## src/rtl/mem_bank_pkg.sv

```systemverilog
// Shared types and helpers for the mem_bank_rf register file and its clear sequencer.
package mem_bank_pkg;

    typedef enum logic [1:0] {
        IDLE  = 2'd0,
        CLEAR = 2'd1,
        DONE  = 2'd2
    } clr_state_e;

    function automatic int lanes_of(input int width, input int lane_w);
        return width / lane_w;
    endfunction

endpackage

```

## src/rtl/mem_clear_fsm.sv

```systemverilog
// Bulk-clear sequencer: walks every word once, emitting a zero-write strobe per cycle.
module mem_clear_fsm
    import mem_bank_pkg::*;
#(
    parameter int DEPTH      = 8,
    parameter int ADDR_WIDTH = $clog2(DEPTH)
) (
    input  logic                  clk,
    input  logic                  rst,
    input  logic                  clr_start,
    output logic                  busy,
    output logic                  clr_done,
    output logic                  clr_we,
    output logic [ADDR_WIDTH-1:0] clr_addr
);

    localparam logic [ADDR_WIDTH-1:0] LAST_ADDR = ADDR_WIDTH'(DEPTH - 1);

    clr_state_e            state_q, state_d;
    logic [ADDR_WIDTH-1:0] cnt_q, cnt_d;

    always_ff @(posedge clk or negedge rst) begin
        if (!rst) begin
            state_q <= IDLE;
            cnt_q   <= '0;
        end else begin
            state_q <= state_d;
            cnt_q   <= cnt_d;
        end
    end

    always_comb begin
        state_d  = state_q;
        cnt_d    = cnt_q;
        busy     = 1'b0;
        clr_done = 1'b0;
        clr_we   = 1'b0;
        case (state_q)
            IDLE: begin
                if (clr_start) begin
                    state_d = CLEAR;
                    cnt_d   = '0;
                end
            end
            CLEAR: begin
                busy   = 1'b1;
                clr_we = 1'b1;
                // Counter parks at zero after the last word so it never wraps past DEPTH-1.
                if (cnt_q == LAST_ADDR) begin
                    state_d = DONE;
                    cnt_d   = '0;
                end else begin
                    cnt_d = cnt_q + 1'b1;
                end
            end
            DONE: begin
                clr_done = 1'b1;
                state_d  = IDLE;
            end
            default: state_d = IDLE;
        endcase
    end

    assign clr_addr = cnt_q;

endmodule

```

## src/rtl/mem_bank_rf.sv

```systemverilog
// Lane-masked register file with registered read, write-first bypass and hardware bulk clear.
module mem_bank_rf
    import mem_bank_pkg::*;
#(
    parameter int WIDTH      = 32,
    parameter int DEPTH      = 8,
    parameter int LANE_W     = 8,
    parameter int ADDR_WIDTH = $clog2(DEPTH),
    parameter int LANES      = lanes_of(WIDTH, LANE_W)
) (
    input  logic                  clk,
    input  logic                  rst,
    input  logic                  we,
    input  logic [ADDR_WIDTH-1:0] waddr,
    input  logic [WIDTH-1:0]      wdata,
    input  logic [LANES-1:0]      wmask,
    input  logic                  re,
    input  logic [ADDR_WIDTH-1:0] raddr,
    output logic [WIDTH-1:0]      rdata,
    output logic                  rvalid,
    input  logic                  clr_start,
    output logic                  busy,
    output logic                  clr_done
);

    // One extra bit so DEPTH itself is representable when DEPTH is a power of two.
    localparam logic [ADDR_WIDTH:0] DEPTH_W = (ADDR_WIDTH + 1)'(DEPTH);

    logic [WIDTH-1:0]      mem_q [DEPTH];
    logic [WIDTH-1:0]      lane_bits;
    logic [WIDTH-1:0]      wr_word;
    logic [WIDTH-1:0]      rd_word;
    logic [WIDTH-1:0]      rdata_q, rdata_d;
    logic                  rvalid_q, rvalid_d;
    logic                  clr_we;
    logic [ADDR_WIDTH-1:0] clr_addr;
    logic                  waddr_ok, raddr_ok;
    logic                  port_we, port_re;

    mem_clear_fsm #(
        .DEPTH      (DEPTH),
        .ADDR_WIDTH (ADDR_WIDTH)
    ) u_clear_fsm (
        .clk       (clk),
        .rst       (rst),
        .clr_start (clr_start),
        .busy      (busy),
        .clr_done  (clr_done),
        .clr_we    (clr_we),
        .clr_addr  (clr_addr)
    );

    assign waddr_ok = {1'b0, waddr} < DEPTH_W;
    assign raddr_ok = {1'b0, raddr} < DEPTH_W;
    assign port_we  = we && !busy && waddr_ok;
    assign port_re  = re && !busy;

    for (genvar gi = 0; gi < LANES; gi++) begin : g_lane
        assign lane_bits[gi*LANE_W +: LANE_W] = {LANE_W{wmask[gi]}};
    end

    assign wr_word = (mem_q[waddr] & ~lane_bits) | (wdata & lane_bits);

    for (genvar gi = 0; gi < DEPTH; gi++) begin : g_word
        logic [WIDTH-1:0] word_q, word_d;

        always_comb begin
            word_d = word_q;
            if (clr_we && clr_addr == ADDR_WIDTH'(gi)) begin
                word_d = '0;
            end else if (port_we && waddr == ADDR_WIDTH'(gi)) begin
                word_d = wr_word;
            end
        end

        always_ff @(posedge clk or negedge rst) begin
            if (!rst) begin
                word_q <= '0;
            end else begin
                word_q <= word_d;
            end
        end

        assign mem_q[gi] = word_q;
    end

    // Write-first: a same-address write in the read cycle is returned already merged.
    always_comb begin
        rd_word = '0;
        if (raddr_ok) begin
            rd_word = (port_we && waddr == raddr) ? wr_word : mem_q[raddr];
        end
    end

    always_comb begin
        rvalid_d = port_re;
        rdata_d  = port_re ? rd_word : rdata_q;
    end

    always_ff @(posedge clk or negedge rst) begin
        if (!rst) begin
            rdata_q  <= '0;
            rvalid_q <= 1'b0;
        end else begin
            rdata_q  <= rdata_d;
            rvalid_q <= rvalid_d;
        end
    end

    assign rdata  = rdata_q;
    assign rvalid = rvalid_q;

endmodule

```

## config.mk

```make
export PLATFORM = sky130hd
export DESIGN_NAME = mem_bank_rf
export DESIGN_NICKNAME = d
export VERILOG_FILES = /design/src/rtl/mem_bank_pkg.sv /design/src/rtl/mem_clear_fsm.sv /design/src/rtl/mem_bank_rf.sv
export SDC_FILE = /design/constraint.sdc
export NUM_CORES = 1
export LEC_CHECK = 0
export CORE_MARGIN = 4
export CORE_UTILIZATION = 30
export DETAILED_ROUTE_END_ITERATION = 12
export GPL_ROUTABILITY_DRIVEN = 0
export REMOVE_ABC_BUFFERS = 1
export SKIP_CTS_REPAIR_TIMING = 1
export SYNTH_ARGS = -nofsm -noshare
export SYNTH_HDL_FRONTEND = slang
export SYNTH_SLANG_ARGS = --single-unit
```

## constraint.sdc

```tcl
create_clock -name clk -period 2.26 [get_ports clk]
set_input_delay 0.452 -clock clk [delete_from_list [all_inputs] [get_ports clk]]
set_output_delay 0.452 -clock clk [all_outputs]
set_load 0.03 [all_outputs]
```

==> qor.txt <==
STA
------------------------------------------------------------------------------------------
Setup skew after layout .....................................................      13.2 ps
RSZ-0062 raised after global routing ........................................        false
Ratio of final minimum period to clock period ...............................        0.969
Final number of setup-violating endpoints ...................................            0
Count of final max-slew check failures ......................................            0
Final hold violations .......................................................            0
Time the final worst path needs with I/O delays and setup ...................      2190 ps
Worst max-slew margin expressed relative to the limit .......................        0.547
Post-route setup TNS ........................................................         0 ps
Peak Freq ...................................................................      457 MHz
Measured slew at the worst slew-check pin ...................................       674 ps

FLOORPLANNING
------------------------------------------------------------------------------------------
Starting utilization of the core area .......................................        0.303
Chip Height .................................................................       241 um
Die X-Extent ................................................................       241 um
DIE AREA ....................................................................   58100 um^2
Std-Cell Core Area ..........................................................   53800 um^2
Top-level I/O count .........................................................           82
FP Rows .....................................................................           85

DRT
------------------------------------------------------------------------------------------
Average via count per standard cell .........................................         5.98
Per-cell routed wire length .................................................      26.4 um
Number of iterations in the first detailed-routing pass .....................            6
Vias after detailed routing .................................................        13800
DRC violation total after the first TritonRoute iteration ...................         1337
DR DRC count ................................................................            0
Antenna-violating nets left .................................................            0
Detailed Route WL ...........................................................     60600 um

FINAL LAYOUT
------------------------------------------------------------------------------------------
Final design utilization ....................................................        0.373
Commonest cells after routing, fill and taps aside .......................... dfrtp_1 (294), o21ai_0 (242), a22oi_1 (144)
Share of cells above drive strength 1 .......................................        0.232
Number of filler instances in the final layout ..............................         5213
Commonest non-fill, non-tap cell in the layout ..............................      dfrtp_1
Number of nets at the end of the flow .......................................         1633
Layout overhead on the synthesized area .....................................        23.3%
Antenna cells ...............................................................            0

CLOCKING
------------------------------------------------------------------------------------------
Number of clock sinks .......................................................          294
Clk_lat worst skew ..........................................................       580 ps
Buffer levels on the longest clock path .....................................            3
CTS tree ....................................................................          yes
Number of buffers created by CTS ............................................           30
CTS H-Tree Depth ............................................................            1
Cell at the root of the clock tree ..........................................    clkbuf_16
Clock edge transition at the registers on the reported setup and hold paths .        70 ps

GLOBAL ROUTING
------------------------------------------------------------------------------------------
Number of global-route vias before repair ...................................        14100
Number of antenna violations at the first check in global routing ...........            1
Remaining Overflow, GRT .....................................................            0
Wire length of the first global-routing pass ................................     90400 um
Largest net degree at the start of global routing ...........................           69
Total Routing Usage GR ......................................................        0.204

POWER
------------------------------------------------------------------------------------------
Max IR drop VDD .............................................................     0.560 mV
Static Leak .................................................................      8.43 nW
Overall power after layout ..................................................     0.0216 W
Power density over the cells ................................................ 1080 nW/um^2

SYNTH
------------------------------------------------------------------------------------------
FFs w/ async S/R, synth .....................................................         1.00
Number of cells produced by synthesis .......................................         1483
Post-synthesis cell area ....................................................   16300 um^2
Top post-synthesis cells by area ............................................ dfrtp_1 (45%), mux4_2 (9.9%), o21ai_0 (7.4%)
Top_reg_cell synth ..........................................................      dfrtp_1
EDFF count, synth ...........................................................            0
Number of warnings issued by yosys ..........................................            0
Area leader, netlist ........................................................      dfrtp_1
Average cell area after synthesis ...........................................    11.0 um^2
Synth top area share ........................................................        0.451
Distinct cell type count of the synthesized netlist .........................           55
Number of storage elements in the synthesis netlist .........................          294
Sequential fraction of the synthesis area ...................................        0.451

CRITICAL PATH
------------------------------------------------------------------------------------------
Peak per-stage delay on the critical path ...................................       710 ps
Cell family with the largest share of critical-path delay ................... buffers and inverters
Launching element type of the critical path .................................         flop
Worst reg-to-reg setup slack ................................................       260 ps
Worst setup path endpoint ...................................................     rdata[2]
Worst setup startpoint ......................................................     rdata[2]
Number of gates on the worst path with buffers counted ......................            1
Setup Crit Path Kind ........................................................      reg2out
Combined buffer and inverter count along the critical path ..................            1
Reg-to-Reg End .............................................................. g_word[2].word_q[29]
Ordered list of cells on the worst path ..................................... clkdlybuf4s50_1
Highest-delay cell along the critical path .................................. clkdlybuf4s50_1
CP required .................................................................      1810 ps
WP data arrival .............................................................      1740 ps
Start of the worst register-to-register path ................................ u_clear_fsm.clr_addr[0]
Highest fanout seen on the critical path ....................................            2
CP endpoint kind ............................................................ primary output
R2R cell count ..............................................................            7

PLACEMENT
------------------------------------------------------------------------------------------
Post-DP HPWL ................................................................     37600 um
Port Buffers ................................................................           81

HOLD PATH
------------------------------------------------------------------------------------------
Hold crit path type .........................................................     in2async

RUN
------------------------------------------------------------------------------------------
Number of max-capacitance violations reported ...............................            0

RUN STATUS
------------------------------------------------------------------------------------------
Outcome .....................................................................    completed

worst min path at each step:
stage               cells past startpoint             endpoint  startpoint  slack [ps]
global placement                        1  g_word[6].word_q[4]         rst         460
floorplan                               0  g_word[0].word_q[0]         rst         160
finish                                  2             rdata[5]         rst         420
CTS                                     1  g_word[5].word_q[5]         rst        -150
global route                            2             rdata[5]         rst         480
detailed placement                      1             rdata[5]         rst         450
through the flow:
stage                     setup slack, ps  instance area [um^2]  std cells  hold slack (ps)
after floorplan                      -888                 15500       1332              156
after global placement              -32.1                 19100       2243              462
after detailed placement             5.13                 19100       2243              450
after CTS                            -207                 20100       2299             -151
after global routing                 17.8                 20100       2300              484
final                                70.1                 20100       2300              418
cells in the mapped netlist (17+ instances only):
cell      number
dfrtp_1      294
o21ai_0      242
a22oi_1      144
nand2_1      125
mux2i_1      101
clkbuf_1      79
mux4_2        72
a21oi_1       66
buf_2         37
inv_1         23
and2_1        21
o21ai_1       19
a31o_2        18
nor3_1        18
o22ai_1       18
nor2_1        17
where the power goes:
part	total [W]	internal (W)	switching, W
Sequential	0.00836	0.00694	0.00142
Combinational	0.00814	0.00369	0.00445
Clock	0.00515	0.00293	0.00222
per-layer routing:
metal	vias to the layer above	GRT usage	part of all wire
met5	-	0	0.00020
met4	2	0.0822	0.039
met3	188	0.0367	0.093
met2	767	0.340	0.48
met1	6957	0.266	0.39
li1	5841	-	-
layout make-up:
cell class	count	area, um^2	share of cell area
clock buffer	41	873	0.0435
clock inverter	15	134	0.00666
inverter	25	98.8	0.00492
multi-input combinational	1013	8200	0.408
sequential	294	7360	0.366
tap	696	871	0.0433
timing repair buffer	216	2560	0.128
state kept, by name (all words and copies together) (netlist names):
name,count
u_clear_fsm.state_q,2
rvalid,1
rdata,32
g_word.word_q,256
u_clear_fsm.clr_addr,3
kinds of logic after synthesis:
kind of cell               share of synthesized area
AOI/OAI and AO/OA                              0.242
DFF                                            0.451
buffers and inverters                         0.0533
xor gates and xnor gates                     0.00207
adders and majority gates                    0.00461
and+or+nand+nor                               0.0656
muxes                                          0.181
worst reg2reg max path: cells and delay by family, from the launching register on:
family          cells  cell delay (ps)
flops               1              430
buf+inv             2              310
compound gates      3              420
simple gates        1              570
fa+ha+maj           1              160
Power figures use the tool's default switching activity.
==> RTL edit 1: new RTL, same settings <==
`rdata_q` no longer has a reset.
--- a/src/rtl/mem_bank_rf.sv
+++ b/src/rtl/mem_bank_rf.sv
@@ -101,8 +101,10 @@
         if (!rst) begin
-            rdata_q  <= '0;
             rvalid_q <= 1'b0;
         end else begin
-            rdata_q  <= rdata_d;
             rvalid_q <= rvalid_d;
         end
+    end
+
+    always_ff @(posedge clk) begin
+        rdata_q <= rdata_d;
     end
Check against the original RTL: not equivalent (a bounded check fails within 4 cycles, from zero or initial values and one cycle with rst low).
==> RTL edit 1 against the original RTL <==
Clock power is 21% higher. Routed wire length fell by 5.8%. Cell area grew 2.9%. Via count shrank 5.0%. Area after synthesis up 1.2%. Power fell by 2.1%. Setup slack gained 0.039 ns. Count of clock-buffer cells in the layout increased by 13. Sequential cell count stayed put. Die area up 1.2%. Largest cell class unchanged.
==> RTL edit 1: results <==
[worst_setup_path]
ff2ff_path_depth = 5
crit_arrival_ns = 1.70
path_max_fanout = 1
r2r_setup_slack_ns = 0.32
crit_end = rdata[29]
rr_startpoint = u_clear_fsm.state_q[0]$_DFFE_PN0P_
cp-startpoint = rdata[29]$_DFFE_PP_
reg2reg_to = rdata[26]$_DFFE_PP_

[drt]
wl_met3_microns = 4170
maxUsedRoutingLayer = met4
vias = 13065
drt_iter0_drc = 1217
met2_length_microns = 27600
met1_length_microns = 23700
wire_per_inst_microns = 24.6
firstDrtPassIters = 5

[synthesis]
synth_flop_cell = dfrtp_1
synth.distinct_cells = 57
synth_area_leaders = dfrtp_1 40%, mux4_2 8.7%, mux2i_1 8.5%, o21ai_1 7.5%, edfxtp_1 5.8%
ys_async_sr_fraction_pct = 89.1
ys_warn_count = 0
synth_edf_count = 32
yosysSeqAreaShare_pct = 45.6
synth_common_cells = 262 x dfrtp_1, 248 x o21ai_1, 188 x nand2_1
syn_avg_cell_area_sq_um = 11.6

[pwr]
seqPwrFrac_pct = 38.2
power.leakage_nw = 8.61
internal-power_mw = 13.9
p_sw_mw = 7.30
irDropWorstVdd_mv = 0.470
p_clk_mw = 6.23

[clocking]
cts_made_buffers = 36
path_clk_slew_ns = 0.06
insertion_delay_ns = 0.56
cts_htree_levels = 2

[global_routing]
grt_max_degree = 68
grt_pass1_vias = 13675
grt_pass1_wl_microns = 86800
grt_util_all_layers_pct = 19.1
met1_usage_pct = 24.9
grt_use_met3_pct = 3.87
grtUsageMet2_pct = 32.2
antenna_found_initial = 0

[layout]
fillers = 5122
antennaDiodeCount = 0
fin_area_sq_um = 20700
nNetsFinal = 1652
drive_gt1_share_pct = 25.8
stdcell_count = 2323

[sta]
slew_headroom_pct = 54.1
finClkSkew_ns = 0.0153
whs_ns = 0.413
fin_crit_ns = 2.15

[place]
place_ws_ns = -0.427
dp_hpwl_microns = 36100
placed_area_sq_um = 19400

[run_status]
status = completed
[RTL edit 1: cell count changes after synthesis, sizes merged, moves of 18 or more]
cell / delta
a22oi: -55
edfxtp: +32
clkbuf: -40
a31o: -18
nand2: +65
mux2i: +39
a21oi: -57
a31oi: +22
nor2b: +22
dfrtp: -32
nand3b: +22
[RTL edit 1: layout make-up]
cell class	count	area [sq um]	area share, %
Clock buffer	54	1110	5.37
Tap cell	696	871	4.21
Clock inverter	12	166	0.805
Multi-Input combinational cell	993	8230	39.8
Timing Repair Buffer	258	2730	13.2
Sequential cell	294	7520	36.3
Inverter	16	60.1	0.290
[RTL edit 1: kinds of logic (layout without fill, tap and decap cells)]
logic type / after synthesis / count (layout) / share of synthesized area [%]
flops: 294 / 294 / 45.6
fa+ha+maj: 6 / 6 / 0.455
buf+inv: 140 / 340 / 4.85
xor+xnor: 3 / 3 / 0.296
simple gates: 313 / 313 / 9.97
compound gates: 454 / 454 / 20.7
mux: 217 / 217 / 18.1
==> RTL edit 2: new RTL, same flow settings <==
Without the edit above. `WIDTH`: 32 -> 16.
--- a/src/rtl/mem_bank_rf.sv
+++ b/src/rtl/mem_bank_rf.sv
@@ -4,3 +4,3 @@
 #(
-    parameter int WIDTH      = 32,
+    parameter int WIDTH      = 16,
     parameter int DEPTH      = 8,
Interface: changed (resized rdata, wdata and wmask); port bits go from 82 to 48. The function was not compared with the original's and may differ.
==> RTL edit 2 against the original RTL <==
The run now ends with negative hold slack left. Cell area shrank 46%. Power shrank 48%. Die area shrank 47%. Setup slack gained 0.056 ns. Worst hold slack lost 0.45 ns. Routed wire length shrank 52%. Area after synthesis shrank 48%. Sequential cell count shrank 144. Clock power shrank 44%. Utilization grew 1.3 points.
==> RTL edit 2: results <==
[sta]
finClkSkew_ns = 0.00775
hold_viol = 18
whs_ns = -0.0338

[worst_setup_path]
rr_startpoint = g_word[6].word_q[0]$_DFFE_PN0P_
ff2ff_path_depth = 5
path_max_fanout = 5
critPathMaxStageDelay_ns = 0.55
r2r_setup_slack_ns = 0.28
crit_arrival_ns = 2.43

[clocking]
insertion_delay_ns = 0.42
cts_htree_levels = 4
cts_made_buffers = 17

[run_status]
violations = negative hold slack
status = complete, but fails checks

[drt]
drt-vias-per-instance = 5.72
wire_per_inst_microns = 23.0
maxUsedRoutingLayer = met4
wl_met3_microns = 2650
finalWirelength_microns = 29300

[place]
place_inst = 1239
place_ws_ns = -0.231

[synthesis]
synthMuxAreaShare_pct = 16.8
synth_xor_area_share_pct = 0.310
synth_area_leaders = dfrtp_1 44%, mux4_2 7.7%, o21ai_0 7.6%, mux2i_1 6.0%, a22oi_1 5.7%
synth_common_cells = 150 x dfrtp_1, 129 x o21ai_0, 86 x nand2_1
synth_compound_area_share_pct = 22.7

[layout]
largest_register_ffs = 128

[global_routing]
grt_util_all_layers_pct = 19.0

[pwr]
power.leakage_nw = 4.63
RTL edit 2: metal layers:
metal	vias to the layer above	track usage [%]
li1	3171	-
met1	3642	27.1
met2	381	27.9
met3	79	4.45
met4	0	7.83
met5	-	0
RTL edit 2: cells by family (layout without fill, tap and decap cells):
logic type,after synthesis,after routing
compound gates,280,280
simple gates,166,166
flops,150,150
mux,90,90
buf+inv,78,198
fa+ha+maj,6,6
xor+xnor,3,3
RTL edit 2: worst reg2reg max path, stage by stage, from the launching register on:
cell and delay [ns]:
dfrtp_1 0.40, mux4_2 0.46, and2b_1 0.17, a2111oi_0 0.58, buf_4 0.21, a311oi_1 0.04
RTL edit 2: cell type report:
type	count	area, sq um
fill	2712	17100
multi-input combinational	545	4290
sequential	150	3750
timing repair buffer	154	1600
tap	378	473
clock buffer	19	453
clock inverter	13	146
inverter	12	45.0
RTL edit 2: report_power, final:
part	internal, mW	total, mW	switching, mW
Sequential	3.55	4.27	0.724
Clock	1.70	2.90	1.20
Combinational	1.95	4.18	2.23
